[src/rtl/mul_unit.sv]
// Iterative RV32M multiplier (MUL/MULH/MULHSU/MULHU) for the EX stage.
// Works on operand magnitudes, retires BITS_PER_CYCLE multiplier bits per cycle and fixes the sign at the end.
module mul_unit #(
  parameter int XLEN           = 32,
  parameter int BITS_PER_CYCLE = 2
) (
  input  logic            clk,
  input  logic            rst_n,
  input  logic [1:0]      ID_EX_MULtype,
  input  logic [1:0]      mul_op,
  input  logic [XLEN-1:0] rs1_data,
  input  logic [XLEN-1:0] rs2_data,
  input  logic            flush,
  output logic            mul_finish,
  output logic            mul_busy,
  output logic [XLEN-1:0] mul_result
);

  localparam int N     = XLEN / BITS_PER_CYCLE;
  localparam int CNT_W = (N > 1) ? $clog2(N) : 1;

  typedef enum logic [1:0] {IDLE, CALC, DONE} state_t;
  typedef enum logic [1:0] {
    OP_MUL    = 2'b00,
    OP_MULH   = 2'b01,
    OP_MULHSU = 2'b10,
    OP_MULHU  = 2'b11
  } op_t;

  state_t            state;
  op_t               op_q;
  logic [CNT_W-1:0]  counter;
  logic [2*XLEN-1:0] mcand_sh;
  logic [XLEN-1:0]   mplier;
  logic [2*XLEN-1:0] acc;
  logic              neg;
  logic              done_q;
  logic [XLEN-1:0]   prev_result;

  logic              rs1_signed, rs2_signed, rs1_neg, rs2_neg;
  logic [XLEN-1:0]   rs1_mag, rs2_mag;
  logic [2*XLEN-1:0] partial, acc_next, product;
  logic [XLEN-1:0]   result_sel;

  // MUL and MULHU treat both operands as unsigned; -2^(XLEN-1) negates to itself as an unsigned magnitude.
  assign rs1_signed = (op_t'(mul_op) == OP_MULH) || (op_t'(mul_op) == OP_MULHSU);
  assign rs2_signed = (op_t'(mul_op) == OP_MULH);
  assign rs1_neg    = rs1_signed & rs1_data[XLEN-1];
  assign rs2_neg    = rs2_signed & rs2_data[XLEN-1];
  assign rs1_mag    = rs1_neg ? -rs1_data : rs1_data;
  assign rs2_mag    = rs2_neg ? -rs2_data : rs2_data;

  // NOTE: every variable driven in always_comb gets a default first, otherwise a latch is inferred.
  always_comb begin
    partial = '0;
    for (int j = 0; j < BITS_PER_CYCLE; j++) begin
      if (mplier[j]) partial = partial + (mcand_sh << j);
    end
  end

  assign acc_next   = acc + partial;
  assign product    = neg ? -acc_next : acc_next;
  assign result_sel = (op_q == OP_MUL) ? product[XLEN-1:0] : product[2*XLEN-1:XLEN];

  // A flush in the DONE cycle suppresses the pulse combinationally so the stall logic never sees it.
  assign mul_finish = done_q & ~flush;

  // NOTE: sequential state uses non-blocking assignments so every register samples pre-edge values.
  always_ff @(posedge clk or negedge rst_n) begin
    if (!rst_n) begin
      state       <= IDLE;
      op_q        <= OP_MUL;
      counter     <= '0;
      mcand_sh    <= '0;
      mplier      <= '0;
      acc         <= '0;
      neg         <= 1'b0;
      done_q      <= 1'b0;
      mul_busy    <= 1'b0;
      mul_result  <= '0;
      prev_result <= '0;
    end else begin
      case (state)
        IDLE: begin
          done_q <= 1'b0;
          if (ID_EX_MULtype != 2'b00 && !flush) begin
            mcand_sh <= {{XLEN{1'b0}}, rs1_mag};
            mplier   <= rs2_mag;
            neg      <= rs1_neg ^ rs2_neg;
            op_q     <= op_t'(mul_op);
            acc      <= '0;
            counter  <= '0;
            mul_busy <= 1'b1;
            state    <= CALC;
          end
        end
        CALC: begin
          if (flush) begin
            mul_busy <= 1'b0;
            counter  <= '0;
            state    <= IDLE;
          end else begin
            acc      <= acc_next;
            mcand_sh <= mcand_sh << BITS_PER_CYCLE;
            mplier   <= mplier >> BITS_PER_CYCLE;
            counter  <= counter + 1'b1;
            if (counter == CNT_W'(N - 1)) begin
              prev_result <= mul_result;
              mul_result  <= result_sel;
              mul_busy    <= 1'b0;
              done_q      <= 1'b1;
              counter     <= '0;
              state       <= DONE;
            end
          end
        end
        DONE: begin
          // A flushed result must not become architecturally visible; restore the previous one.
          if (flush) mul_result <= prev_result;
          done_q <= 1'b0;
          state  <= IDLE;
        end
        default: state <= IDLE;
      endcase
    end
  end

endmodule

[config.mk]
export PLATFORM = sky130hd
export DESIGN_NAME = mul_unit
export DESIGN_NICKNAME = d
export VERILOG_FILES = /design/src/rtl/mul_unit.sv
export SDC_FILE = /design/constraint.sdc
export NUM_CORES = 1
export LEC_CHECK = 0
export ABC_AREA = 1
export CELL_PAD_IN_SITES_DETAIL_PLACEMENT = 2
export CELL_PAD_IN_SITES_GLOBAL_PLACEMENT = 2
export CORE_UTILIZATION = 36
export CTS_CLUSTER_SIZE = 24
export DETAILED_ROUTE_END_ITERATION = 8
export GPL_TIMING_DRIVEN = 0
export PLACE_DENSITY = 0.9
export SLEW_MARGIN = 10
export SYNTH_ARGS = -nofsm -noshare
export SYNTH_HDL_FRONTEND = slang
export SYNTH_SLANG_ARGS = --single-unit
[constraint.sdc]
create_clock -name clk -period 10.5 [get_ports clk]
set_input_delay 2.1 -clock clk [delete_from_list [all_inputs] [get_ports clk]]
set_output_delay 2.1 -clock clk [all_outputs]
set_load 0.01 [all_outputs]
* Word-level counts from Yosys, hierarchy flattened *
Cells that the tools add are included.

word-level totals
  flip-flop bits (word level) = 235
  input bits = 71
  output and inout port bits = 34
  word-level logic and storage cells = 84

cells by class
  add/subtract/negate cells = 6
  eq/ne operators = 10
  muxes and demuxes = 34
  bitwise operators = 5
  reductions and logical operators = 18

operators with widths
  kind                                           number
  two-way mux 64 bit                             7
  two-way mux 32 bit                             8
  one-hot mux 64 bit (2 select lines)            2
  adder 64 bit                                   2
  one-hot mux 32 bit (2 select lines)            2
  negator 32 bit                                 2
  negator 64 bit                                 1
  two-way mux 4 bit                              3
  AND reduction 3 bit                            4
  inequality test 2 bit, second input constant   4
  one-hot mux 4 bit (2 select lines)             1
  nonzero test 2 bit                             4
  two-way mux 2 bit                              3
  AND reduction 2 bit                            3
  two-way mux 1 bit                              5
  adder 4 x 1 -> 4 bit, second input constant    1
  == test 2 x 1 -> 1 bit, second input constant  2
  == test 2 bit, second input constant           2
  == test 4 bit, second input constant           1
  logical NOT 2 bit                              2
  one-hot mux 1 bit (2 select lines)             2
  one-hot mux 2 bit (2 select lines)             1
  AND reduction 4 bit                            1
  AND 1 bit                                      3
  other kinds (7)                                7

* Depth between registers and ports, before layout *
  depth after elaboration = 10
  gate-level depth with buffers = 45
  gate-level depth less buffers = 44

* Worst setup path before layout *
OpenSTA, ideal clock, no wires.

  path kind = register -> register
  start = register mplier[0]
  end = register mul_result[27]
  library setup time = 0.117 ns
  arrival time = 4.590 ns
  required time = 10.383 ns
  slack = 5.793 ns
  stages on the path, launching flop included = 45
  buffers on the path = 1
  period minus slack after synthesis = 4.707 ns
  path through = dfrtp_1 buf_2 nand2_1 inv_1 ha_1 inv_1 fa_1 inv_1 nand3_1 nand2_1 nand2_1 nand2_1 nand2_1 nand2_1 a31oi_1 o21bai_1 inv_1 o21ai_1 [9 not listed] inv_1 nand2_1 nor3_1 nand2_1 nand3_1 nand2_1 nand2_1 nand2_1 nor2_1 nand2_1 inv_1 nand3_1 nand2_1 nand3_1 nand3_1 nand2_1 nand2_1 nand2_1

between the ends
  cells in the longest elaborated chain, start to end = 10

ends and longest elaborated chain
  element                                  RTL line  RTL
  start, declared                          34        logic [XLEN-1:0] mplier;
  start signal, assigned                   88        mplier <= rs2_mag;
  start signal, assigned                   105       mplier <= mplier >> BITS_PER_CYCLE;
  two-way mux 64 bit (*)                   57        if (mplier[j]) partial = partial + (mcand_sh << j);
  adder 64 bit                             57
  two-way mux 64 bit (*)                   57
  adder 64 bit (*)                         61        assign acc_next = acc + partial;
  negator 64 bit                           62        assign product = neg ? -acc_next : acc_next;
  two-way mux 64 bit (*)                   62
  two-way mux 32 bit (*)                   63        assign result_sel = (op_q == OP_MUL) ? product[XLEN-1:0] : product[2*XLEN-1:XLEN];
  two-way mux 32 bit (*)                   107       if (counter == CNT_W'(N - 1)) begin
  two-way mux 32 bit (*)                   98        if (flush) begin
  one-hot mux 32 bit (2 select lines) (*)  83        case (state)
  end signal, assigned                     109       mul_result <= result_sel;
  end signal, assigned                     119       if (flush) mul_result <= prev_result;
  end, declared                            16        output logic [XLEN-1:0] mul_result

Every way passes the cells marked *; elsewhere a longest branch is shown, timed or not. The select of a mux whose other input is x is not followed.
A chain may end at the register's enable or synchronous reset.

* Worst setup path after layout *
  start = register mplier[0]
  end = register mul_result[17]

Same word-level chain as after synthesis.

==> results_dict.tcl <==
set metrics [dict create \
    status "finished clean" \
    gr-total-overflow 0 \
    crit_start "mplier[0]$_DFFE_PN0P_" \
    drc 0 \
    finClkSkew_ns 0.0385 \
    io_buffer_count 104 \
    cts-root-buf "clkbuf_16" \
    layout-drive-gt1-share_pct 4.32 \
    grt.total_usage_pct 43.8 \
    synth_cell_types 58 \
    wl_per_cell_um 29.4 \
    place_ws_ns 2.98 \
    tightest_slew_ns 1.32 \
    synthArstFlopShare_pct 100 \
    cp.required_ns 11.11 \
    synth_edf_count 0 \
    crit_top_cell "nand2_1" \
    min_from "acc[47]$_DFFE_PN0P_" \
    syn_inst 4215 \
    clk_latency_ns 0.67 \
    fp-row-count 95 \
    avgSynthCellArea_um2 5.84 \
    grt_pass1_vias 36950 \
    diodes 0 \
    synth_seq_area_share_pct 23.9 \
    core_um2 67400 \
    gp_congestion 0.982 \
    wl_um 155000 \
    grt_pass1_wl_um 232000 \
    ir_worst_vdd_v 0.000170 \
    avgViaCountPerCell 6.25 \
    cts_buffers 31 \
    io-pin-count 105 \
    timing.slew.headroom_pct 12.1 \
    leakage_nw 14.6 \
    finalSetupViolCount 0 \
    clkTransAtPathRegs_ns 0.07 \
    ctsResizeCount 0 \
    layout_setup_ws_ns 1.76 \
    synth.most_common_cell "nand2_1" \
    grt_max_degree 89 \
    drtIter0Drc 2745 \
    ys_ff_latch 235 \
    crit_slowest_cell "o21bai_1" \
    slowest_delay_ns 0.72 \
    final-hold-violation-count 0 \
    antenna_found_initial 6 \
    grt_setup_unrepaired "no" \
    cts.hold.buffers_added 0 \
    endpoint_kind "flop" \
    start_util_pct 36.5 \
    fin_crit_sh_pct 83.2 \
    synth.area.top_cells "dfrtp_1 24%, nand2_1 20%, inv_1 9.4%" \
    die_w_um 263 \
    cts_setup_buffers 0 \
    power_density_nw_per_um2 271 \
    synth_flop_cell "dfrtp_1" \
    syn_to_final_growth_pct 13.1 \
    via_count 32799 \
    fmax_mhz 114 \
    die_h_um 263 \
    nNetsFinal 4538 \
    cts_tree "yes" \
    slew_viol_final 0 \
    cts.sinks 235 \
    ant_nets 0 \
    period_minus_slack_ns 8.74 \
    hold_ws_ns 0.527 \
    crit_fanout 10 \
    ys_top_cells_by_count "1313 x nand2_1, 616 x inv_1, 385 x o21ai_0" \
    arrival_ns 9.35 \
    cts_buffer_depth 3 \
    drtPass1Iterations 6 \
    synth_top_cell_area_share_pct 23.9 \
    netlist_area_um2 24600 \
    max-cap-violations 0 \
    crit_type "flop to flop" \
    cp-start-kind "flop" \
    dp_hpwl_um 109000 \
    ys.warnings.count 0 \
    syn-num-nets 4399 \
    synth_top_area_cell "dfrtp_1" \
    r2r-start "mplier[0]$_DFFE_PN0P_" \
    worstHoldPathType "flop to flop" \
    cts_htree_levels 1 \
    die_area_um2 69400 \
]
==> kinds of logic (layout without fill, tap and decap cells) <==
logic type / Yosys count / count (layout) / share of synthesized area, %
buffers and inverters: 761 / 923 / 11.7
flip-flops: 235 / 235 / 23.9
AO/OA/AOI/OAI: 795 / 795 / 17.8
AND/OR/NAND/NOR: 2251 / 2251 / 38.6
XOR/XNOR: 60 / 60 / 2.17
adder cells (fa/ha/maj): 113 / 113 / 5.81
==> worst max-delay path, delay by kind of cell, from the launching register on <==
family	cells	cell delay (ns)
flip-flops	1	0.43
adder cells (fa/ha/maj)	2	0.60
XOR/XNOR	1	0.17
AO/OA/AOI/OAI	9	3.28
buffers and inverters	4	0.75
AND/OR/NAND/NOR	21	3.44
==> metrics by stage <==
step	TNS [ns]	power, mW	std cells	utilization [%]	instance area [µm²]
6_report	0	7.55	5250	41.3	27800
4_1_cts	0	7.28	5250	41.3	27800
3_3_place_gp	-858.54	5.42	5192	39.7	26700
2_1_floorplan	0	3.95	4215	-	24600
3_5_place_dp	0	5.78	5194	39.8	26800
5_1_grt	0	7.76	5250	41.3	27800
==> final timing paths <==
check,end,slack (ns),depth (start not counted)
max in group asynchronous,mplier[15]$_DFFE_PN0P_,8.08,2
max,mul_result[17]$_DFFE_PN0P_,1.76,37
min reg2reg,acc[47]$_DFFE_PN0P_,0.53,2
min,acc[47]$_DFFE_PN0P_,0.53,2
max reg2reg,mul_result[17]$_DFFE_PN0P_,1.76,37
min in group asynchronous,acc[43]$_DFFE_PN0P_,1.39,1
==> report_power, final <==
| group | internal, mW | total [mW] | switching (mW) |
|---|---|---|---|
| clock | 0.651 | 1.20 | 0.544 |
| sequential | 1.07 | 1.26 | 0.196 |
| combinational | 1.17 | 5.10 | 3.92 |
| total | 2.89 | 7.55 | 4.66 |
==> layer usage <==
layer / track usage (%) / wire [µm]
met1: 50.5 / 59000
met2: 72.4 / 71200
met3: 8.30 / 11700
met4: 32.1 / 12600
met5: 0 / 49
==> state kept, by name, summed over array words and instances (netlist names) <==
signal	count
counter	4
neg	1
mcand_sh	64
mul_busy	1
mul_result	32
state	2
acc	64
done_q	1
mplier	32
op_q	2
prev_result	32
==> layout by cell type (no fill, tap or decap), types with 39 or more instances in the layout <==
cell type	n
a21oi_1	226
clkbuf_1	98
clkdlybuf4s50_1	103
dfrtp_1	235
ha_1	111
inv_1	616
nand2_1	1313
nand3_1	365
nor2_1	368
nor3_1	43
o21ai_0	385
xor2_1	39
==> cell type report <==
cell class	instances	area [µm²]
buffer	123	489
clock buffer	50	967
clock inverter	6	72.6
fill	8588	39600
inverter	638	2390
multi-input combinational	3219	15800
sequential	235	5880
tap	873	1090
timing repair buffer	106	1100
Power figures use the tool's default switching activity.
